`src/rtl/bcd_conv_arbiter.sv`:
```
// Shift-add-3 binary-to-BCD converter shared by two requesters through a round-robin arbiter.
// One input bit per clock; result pulses on out_valid and holds until the next result.
module bcd_conv_arbiter #(
  parameter int DATA_W = 19,
  parameter int DIGITS = 6
) (
  input  logic                  clk,
  input  logic                  rst,
  input  logic                  req0_valid,
  input  logic [DATA_W-1:0]     req0_data,
  output logic                  req0_ready,
  input  logic                  req1_valid,
  input  logic [DATA_W-1:0]     req1_data,
  output logic                  req1_ready,
  output logic                  out_valid,
  output logic                  out_id,
  output logic [4*DIGITS-1:0]   out_bcd,
  output logic                  out_ovf,
  output logic                  busy
);
  localparam int BW = 4 * DIGITS;
  localparam int CW = $clog2(DATA_W + 1);

  typedef enum logic [1:0] {IDLE, SHIFT, DONE} state_t;

  state_t              state_q;
  logic [DATA_W-1:0]   shreg_q, shreg_d;
  logic [BW-1:0]       bcd_q, bcd_adj, bcd_d;
  logic [CW-1:0]       cnt_q;
  logic                ovf_q, id_q, last_q;
  logic                out_valid_q, out_id_q, out_ovf_q;
  logic [BW-1:0]       out_bcd_q;
  logic                idle_rdy, gnt0, gnt1, hs;

  // last_q holds the index granted most recently; reset to 1 so req0 wins the first tie.
  assign idle_rdy   = (state_q == IDLE) && !rst;
  assign gnt0       = req0_valid && (!req1_valid || last_q);
  assign gnt1       = req1_valid && (!req0_valid || !last_q);
  assign req0_ready = idle_rdy && gnt0;
  assign req1_ready = idle_rdy && gnt1;
  assign hs         = (req0_valid && req0_ready) || (req1_valid && req1_ready);

  always_comb begin
    bcd_adj = bcd_q;
    for (int i = 0; i < DIGITS; i++) begin
      if (bcd_q[4*i +: 4] >= 4'd5) bcd_adj[4*i +: 4] = bcd_q[4*i +: 4] + 4'd3;
    end
    bcd_d   = {bcd_adj[BW-2:0], shreg_q[DATA_W-1]};
    shreg_d = {shreg_q[DATA_W-2:0], 1'b0};
  end

  always_ff @(posedge clk) begin
    if (rst) begin
      state_q     <= IDLE;
      shreg_q     <= '0;
      bcd_q       <= '0;
      cnt_q       <= '0;
      ovf_q       <= 1'b0;
      id_q        <= 1'b0;
      last_q      <= 1'b1;
      out_valid_q <= 1'b0;
      out_id_q    <= 1'b0;
      out_bcd_q   <= '0;
      out_ovf_q   <= 1'b0;
    end else begin
      out_valid_q <= 1'b0;
      case (state_q)
        IDLE: begin
          if (hs) begin
            shreg_q <= req1_ready ? req1_data : req0_data;
            bcd_q   <= '0;
            ovf_q   <= 1'b0;
            id_q    <= req1_ready;
            last_q  <= req1_ready;
            cnt_q   <= '0;
            state_q <= SHIFT;
          end
        end
        SHIFT: begin
          shreg_q <= shreg_d;
          bcd_q   <= bcd_d;
          // A bit leaving the top digit means the value needs more digits than we have.
          ovf_q   <= ovf_q | bcd_adj[BW-1];
          cnt_q   <= cnt_q + 1'b1;
          if (cnt_q == CW'(DATA_W - 1)) state_q <= DONE;
        end
        DONE: begin
          out_valid_q <= 1'b1;
          out_bcd_q   <= ovf_q ? {DIGITS{4'h9}} : bcd_q;
          out_ovf_q   <= ovf_q;
          out_id_q    <= id_q;
          state_q     <= IDLE;
        end
        default: state_q <= IDLE;
      endcase
    end
  end

  assign out_valid = out_valid_q;
  assign out_id    = out_id_q;
  assign out_bcd   = out_bcd_q;
  assign out_ovf   = out_ovf_q;
  assign busy      = (state_q != IDLE);

endmodule

```
`config.mk`:
```
export PLATFORM = sky130hd
export DESIGN_NAME = bcd_conv_arbiter
export DESIGN_NICKNAME = d
export VERILOG_FILES = /design/src/rtl/bcd_conv_arbiter.sv
export SDC_FILE = /design/constraint.sdc
export NUM_CORES = 1
export LEC_CHECK = 0
export CELL_PAD_IN_SITES_DETAIL_PLACEMENT = 1
export CELL_PAD_IN_SITES_GLOBAL_PLACEMENT = 1
export CORE_MARGIN = 2
export CORE_UTILIZATION = 42
export DETAILED_ROUTE_END_ITERATION = 8
export PLACE_DENSITY = 0.91
export SLEW_MARGIN = 20
export SYNTH_ARGS = -nofsm -noshare
export SYNTH_HDL_FRONTEND = slang
export SYNTH_SLANG_ARGS = --single-unit
```
`constraint.sdc`:
```
create_clock -name clk -period 2.34 [get_ports clk]
set_input_delay 0.702 -clock clk [delete_from_list [all_inputs] [get_ports clk]]
set_output_delay 0.702 -clock clk [all_outputs]
set_load 0.02 [all_outputs]
```
==> results.ini <==
[setup_path]
path_max_fanout=3
cp_data_required_time_ns=1.64
cp-end-kind=output port
crit_slowest_cell=dlygate4sd2_1
critical-path-top-delay-family=buffers and inverters
cp_cell_sequence=dlygate4sd2_1, nor2b_1, nor3_1, buf_2
max_stage_delay_ns=0.27
path_buf_inv=2
worstSetupPathType=in -> out
cp-start-kind=input port
worstPathArrival_ns=1.42

[detailed_routing]
via_per_inst=5.51
antenna_left=0
routedWlPerCell_um=17.0
dr.pass1.iters=4
vias=3337
totalWireLength_mm=10.3
drc=0
first_iter_violations=96

[grt]
grt_max_degree=33
grt.busiest_layer=met2
antenna_found_initial=0
gr-usage-met2=0.420
grt_first_pass_wirelength_mm=17.5
grt_use_met1=0.240
grt_overflow=0
grt_pass1_vias=3636
use_met3=0.0446
grtUsageTotal=0.226

[logic_synthesis]
synth.area.top_cells=dfxtp_1 43%, mux2i_1 6.5%, ha_1 4.8%
synth.distinct_cells=40
ys_warn_count=0
synth-main-ff-cell=dfxtp_1
syn_avg_cell_area_um2=8.83
syn_area_um2=3680
synth.largest_area_cell=dfxtp_1
seq_area_frac_synth=0.435
yosysMostFrequentCell=dfxtp_1
synth_top_area_frac=0.435
async_flop_share=0
ys_seq_elements=80
synthTopCellsByCount=80 x dfxtp_1, 36 x nand2_1, 33 x nor3_1
synth_cells=417
synth_edf_count=0
syn_nets=473

[place]
dp_cells=590
post-place-ws_ns=-0.477
gp_congestion=0.772
port_buffers=71
place_hpwl_mm=7.40

[final_layout]
final_cell_count_no_fill=606
syn_to_final_growth_pct=29.6
nNetsFinal=549
diodes=0
final_layout_size_suffix_gt1_frac=0.0904
fillerInstances=1015
final_util=0.555

[run_status]
status=complete, no violations

[floorplan]
start_util=0.429
die_h_um=97.6
die_x_um=97.6
fp.dieArea_um2=9530
fp.coreArea_um2=8590
io_pins=72
rows=34

[clock_network]
cts_num_sinks=80
clk-insertion-delay-late_ns=0.36
clock_path_buffers=2
cts_buffers=9
clk_pin_slew_ns=0.08
cts_max_level=3
cts_tree=built
cts_root_buf=clkbuf_8
cts_setup_buffers=0

[power_and_ir_drop]
p_total_uw=2840
power.density_nw_per_um2=595
vdd_drop_max_v=0.000219
p_leak_uw=0.00191

[timing]
worst_pin_slew_ns=0.606
drv_slew=0
grt_setup_unrepaired=no
finalCritPeriodShare=0.908
skew_ns=0.00551
slew_headroom=0.596
setup_viol=0
setup_slack_ns=0.215
hold_viol_final=0
fmax_ghz=0.471
post-route-min-period_ns=2.13

[hold_path]
hp-class=reg -> reg

[run]
maxCapViolCount=0

cells in the final DEF (no fill, tap or decap), drive strengths merged, types with 14 or more instances in the layout:
master / count
a21oi: 30
a22oi: 18
buf: 25
clkdlybuf4s50: 65
dfxtp: 80
ha: 14
inv: 15
mux2i: 24
nand2: 36
nor2: 27
nor3: 34
o21ai: 25
sequential cells by signal, summed over array words and instances (netlist names):
| name | count |
|---|---|
| bcd_q | 24 |
| ovf_q | 1 |
| cnt_q | 5 |
| out_ovf | 1 |
| out_id | 1 |
| out_bcd | 24 |
| last_q | 1 |
| shreg_q | 19 |
| out_valid | 1 |
| state_q | 2 |
| id_q | 1 |
worst paths after layout:
| check | from | to | slack, ns | cells past startpoint |
|---|---|---|---|---|
| setup / recovery | req1_valid | req0_ready | 0.21 | 4 |
| setup reg to reg | state_q[0]$_SDFFE_PP0P_ | bcd_q[8]$_SDFFE_PP0P_ | 0.64 | 6 |
| hold reg to reg | out_bcd[9]$_SDFFE_PP0P_ | out_bcd[9]$_SDFFE_PP0P_ | 0.46 | 2 |
| hold / removal | out_bcd[9]$_SDFFE_PP0P_ | out_bcd[9]$_SDFFE_PP0P_ | 0.46 | 2 |
metrics by stage:
step           hold WS, ns  instance area [µm²]  TNS [ns]
5_1_grt              0.493                 4770         0
6_report             0.462                 4770         0
3_5_place_dp         0.460                 4580    -0.937
4_1_cts              0.470                 4770         0
2_1_floorplan        0.432                 3680         0
3_3_place_gp         0.442                 4580    -0.842
worst register-to-register path: stages, from the launching register on:
cell      delay, ns
dfxtp_1        0.39
buf_4          0.22
nor2b_1        0.22
buf_4          0.23
nand2b_1       0.10
buf_4          0.19
o31ai_1        0.27
kinds of logic after synthesis:
kind of cell             count (synthesis)  synth area share
AO/OA/AOI/OAI                          103             0.174
XOR/XNOR                                19            0.0452
adder cells (fa/ha/maj)                 14            0.0476
buffers and inverters                   44            0.0567
flip-flops                              80             0.435
multiplexers                            24            0.0652
AND/OR/NAND/NOR                        133             0.176
power by group:
part	internal [µW]	switching [µW]	total (µW)
Sequential	1410	30.8	1440
Combinational	173	188	362
Clock	549	491	1040
per-layer routing:
metal | vias to the layer above | part of all wire
met4 | 0 | 0.035
met1 | 1599 | 0.40
met3 | 27 | 0.038
met2 | 88 | 0.53
li1 | 1623 | -
met5 | - | 0
repair_timing:
item / CTS / global route
endpoints found under the setup margin: 2 / 1
hold buffers: 0 / 0
resized for setup: 13 / 1
area by class of cell:
type / instances / area, µm² / share of cell area
clock inverters: 3 / 40.0 / 0.00839
repair buffers: 93 / 898 / 0.188
flip-flops and latches: 80 / 1600 / 0.336
inverters: 16 / 60.1 / 0.0126
multi-input cells: 293 / 1880 / 0.394
well taps: 108 / 135 / 0.0283
clock buffers: 13 / 159 / 0.0333
Power figures use the tool's default switching activity.
==> variant 1: new RTL, config.mk and constraints unchanged <==
`DIGITS`: 6 -> 3.
--- a/src/rtl/bcd_conv_arbiter.sv
+++ b/src/rtl/bcd_conv_arbiter.sv
@@ -3,5 +3,5 @@
 module bcd_conv_arbiter #(
   parameter int DATA_W = 19,
-  parameter int DIGITS = 6
+  parameter int DIGITS = 3
 ) (
   input  logic                  clk,
Interface: changed (resized out_bcd); port bits go from 72 to 60. No check against the original RTL was run, so the function may have changed too.
==> variant 1 against the unedited design <==
- register-to-register slack barely moved
- worst setup slack worse by 89 ps
- first-iteration DRC count increased by 70%
- via count is 29% lower
- synthesized area down 30%
- sequential power shrank 28%
- final area is 28% lower
- global-route usage decreased by 1.4 points
- final cell count fell by 28%
- count of clock-buffer cells in the layout fell by 8
- wire length shrank 35%
- sequential cell count shrank 24
- total power down 30%
- critical path type is now reg2out
==> variant 1: results <==
{
  "worstMarginPinSlew_ps": 720.8,
  "synth.net_count": 344,
  "crit_slowest_cell": "clkdlybuf4s50_1",
  "layout.nets": 409,
  "crit_fanout": 4,
  "place_inst": 426,
  "synth_fa_ha_area_frac": 0.03893,
  "clock_skew_ps": 8.499,
  "cp_slowest_stage_delay_ps": 550,
  "outcome": "completed",
  "synth_area_per_cell_um2": 8.746,
  "yosys.cell_types.count": 34,
  "drive_gt1_frac": 0.1000,
  "hpwlAfterDp_um": 4797,
  "grt_util_met1": 0.2445,
  "num-fill-cells": 699,
  "instances_no_fill": 435,
  "track_usage": 0.2126,
  "leakagePower_uw": 0.001379,
  "io_buffers": 59,
  "synth_xor_xnor_area_share": 0.01703,
  "via_count": 2385,
  "routabilityCongestion": 0.8071,
  "gr-usage-met2": 0.3935,
  "cts_buffers": 5,
  "synth_common_cells": "dfxtp_1 (56), o21ai_0 (28), nor2_1 (25)",
  "drt_iter0_drc": 163
}
variant 1: cell count changes after synthesis, moves of 10 or more:
cell	before	now
o21ai_1	12	2
o21ai_0	13	28
xor2_1	13	2
nand2_1	36	19
nor3_1	33	15
dfxtp_1	80	56
a21oi_1	30	19
variant 1: cell type report:
class                      instances  area (um^2)  area share
multi-input combinational        209         1328      0.3869
tap                               75        93.84     0.02735
inverter                          11        41.29     0.01204
clock buffer                       5        68.82     0.02006
timing repair buffer              76        735.7      0.2144
clock inverter                     3        42.54     0.01240
sequential                        56         1121      0.3268
variant 1: kinds of logic after synthesis:
logic type	count (synthesis)
adders and majority gates	8
AOI/OAI and AO/OA	78
DFF	56
buffers and inverters	29
and+or+nand+nor	96
muxes	22
xor gates and xnor gates	5
variant 1: where the power goes:
group          switching, uW  internal (uW)  leakage (uW)
Sequential              34.5           1000      0.000456
Combinational            144            156      0.000869
Clock                    322            317     0.0000541
variant 1: metal layers:
metal / vias up / part of all wire
met4: 0 / 0.0081
met1: 1153 / 0.43
met2: 52 / 0.53
li1: 1173 / -
met5: - / 0
met3: 7 / 0.034
variant 1: timing repair:
action / 4_1_cts / 5_1_grt
setup endpoints to repair: 2 / 1
pin swaps: 2 / 2
buffers inserted: 0 / 1
gates resized for setup: 16 / 1
variant 1: path summary, 6_finish.rpt:
path | from | to | slack [ps]
min | out_bcd[9]$_SDFFE_PP0P_ | out_bcd[9]$_SDFFE_PP0P_ | 460
max reg2reg | state_q[0]$_SDFFE_PP0P_ | out_bcd[1]$_SDFFE_PP0P_ | 640
min reg2reg | out_bcd[9]$_SDFFE_PP0P_ | out_bcd[9]$_SDFFE_PP0P_ | 460
max | state_q[0]$_SDFFE_PP0P_ | busy | 130
variant 1: metrics by stage:
stage	instance area (um^2)	power (uW)	utilization	TNS, ps	setup WS, ps
finish	3431	1974	0.5795	0	126.2
global placement	3311	1337	0.5592	-1057	-542.2
CTS	3421	1987	0.5778	-23.02	-23.02
global route	3431	2061	0.5795	0	33.96
detailed placement	3311	1352	0.5592	-1746	-642.2
floorplan	2571	1195	-	0	73.11
variant 1: worst min-delay path: stages, from the launching register on:
cell and delay (ps):
dfxtp_1 320, nand2_1 50, a21oi_1 50
==> variant 2: new RTL, same flow settings <==
Made on the original files. Re-encode `state_t` (3 states) as one-hot, 3 bits wide.
--- a/src/rtl/bcd_conv_arbiter.sv
+++ b/src/rtl/bcd_conv_arbiter.sv
@@ -22,5 +22,5 @@
   localparam int CW = $clog2(DATA_W + 1);
 
-  typedef enum logic [1:0] {IDLE, SHIFT, DONE} state_t;
+  typedef enum logic [2:0] {IDLE = 3'b001, SHIFT = 3'b010, DONE = 3'b100} state_t;
 
   state_t              state_q;
Formal check against the unedited RTL: same outputs for any inputs over 10 cycles, from zero or initial values and one cycle with rst high; not proved beyond that.
==> variant 2 against the unedited design <==
- final cell count increased by 1.5%
- synthesized cell count is 2.9% higher
- sequential cell count rose by 1
- final area increased by 2.3%
- total power shrank 2.8%
- wire length grew 9.8%
- worst setup slack worse by 280 ps
- synthesized area is 3.2% higher
- fmax is 12% lower
- the run now ends with negative setup slack left
- clock power fell by 5%
==> variant 2: results <==
{
  "outcome": "finished, violations left",
  "violations": "negative setup slack",
  "num-fill-cells": 1026,
  "synth_area_per_cell_um2": 8.858,
  "yosys.cell_types.count": 46,
  "worstHoldStart": "out_bcd[5]$_SDFFE_PP0P_",
  "cts_hold_buffers": 0,
  "via_count": 3588,
  "clock_skew_ps": 14.77,
  "r2r_start": "state_q[2]$_SDFFE_PP0P_",
  "hold_path.class": "reg2reg",
  "crit_fanout": 3,
  "num_antenna_cells": 0,
  "ir_drop_v": 0.0002851,
  "placed_area_um2": 4681,
  "regToRegSetupSlack_ps": 430,
  "grt_start_max_net_pins": 51,
  "cts.repair.resized": 14,
  "clk_latency_ps": 360,
  "post_drt_wl_per_cell_um": 18.44,
  "wl_met2_um": 5894,
  "track_usage": 0.2381,
  "crit_path_start": "rst",
  "synthArstFlopShare": 0,
  "timing.rr.end": "out_bcd[1]$_SDFFE_PP0P_",
  "synth_seq_area_share": 0.4267,
  "routabilityCongestion": 0.8454,
  "dp_slack_ps": -603.2,
  "yosys_warnings": 0,
  "wl_met1_um": 4849,
  "clkTransAtPathRegs_ps": 90,
  "setup_violations": 1,
  "hold_end": "out_bcd[5]$_SDFFE_PP0P_",
  "finalHoldViolCount": 0,
  "io_buffers": 71,
  "r2r_cells": 5,
  "synthTopCellsByArea": "dfxtp_1 (43%), ha_1 (4.6%), a221o_1 (4.5%), a32oi_1 (4.1%), nor2_1 (4.0%)",
  "synth.net_count": 485,
  "timing.final.ws_setup_ps": -62.86,
  "dr_wl_met3_um": 451,
  "drive_gt1_frac": 0.1124,
  "leakagePower_uw": 0.001808,
  "place_inst": 598,
  "hpwlAfterDp_um": 8000,
  "relSlewSlack": 0.4432,
  "layout.nets": 558,
  "first_global_vias": 3800,
  "cts_buffers": 9,
  "critPathArrivalTime_ps": 1700,
  "synth_common_cells": "dfxtp_1 (81), nor2_1 (40), nand2_1 (31)",
  "grt_pass1_wl_um": 18860,
  "first_pass_iters": 4,
  "via_per_inst": 5.834,
  "drt_iter0_drc": 179,
  "power_uw": 2761,
  "timing.hold.ws_ps": 460.7,
  "top_layer_used": "met4"
}
## variant 2: cell types whose count changed after synthesis, moves of 7 or more
cell / change
a221o_1: +17
o22ai_1: -7
a22o_1: +8
a32oi_1: +17
a21oi_1: -9
xor2_1: -11
mux2i_1: -18
a22oi_1: -16
clkbuf_1: +9
o21ai_1: -12
nor2_1: +14
## variant 2: logic make-up (layout without fill, tap and decap cells)
group	Yosys count	in the layout	share of synthesized area
simple gates	150	150	0.1962
compound gates	115	115	0.2242
flops	81	81	0.4267
buf+inv	48	126	0.05499
fa+ha+maj	14	14	0.04610
xor+xnor	13	13	0.02996
mux	8	8	0.02173
## variant 2: where the power goes
group / internal, uW / switching [uW] / total [uW]
clock network: 428 / 562 / 990
logic: 165 / 163 / 328
registers: 1420 / 25.7 / 1440
## variant 2: metrics by stage
step | setup TNS, ps | utilization
final | -62.86 | 0.5573
after floorplan | 0 | -
after global placement | -7144 | 0.5341
after global routing | -84.97 | 0.5573
after detailed placement | -10920 | 0.5341
after CTS | -79.51 | 0.5557
## variant 2: worst max-delay path: stages
cell,delay [ps]
buf_2,110
or4b_4,510
inv_2,90
and3_1,170
buf_6,120
## variant 2: routing by layer
| layer | GRT usage | up-vias |
|---|---|---|
| met5 | 0 | - |
| met4 | 0.06006 | 0 |
| met3 | 0.05130 | 20 |
| met2 | 0.4376 | 90 |
| met1 | 0.2810 | 1779 |
| li1 | - | 1699 |
## variant 2: area by class of cell
cell class	instances	area, um^2	area share
Clock inverter	6	50.05	0.01025
Sequential cell	81	1622	0.3321
Timing Repair Buffer	93	882.1	0.1806
Tap cell	108	135.1	0.02767
Inverter	17	66.31	0.01358
Clock buffer	10	137.6	0.02818
Multi-Input combinational cell	300	1991	0.4076
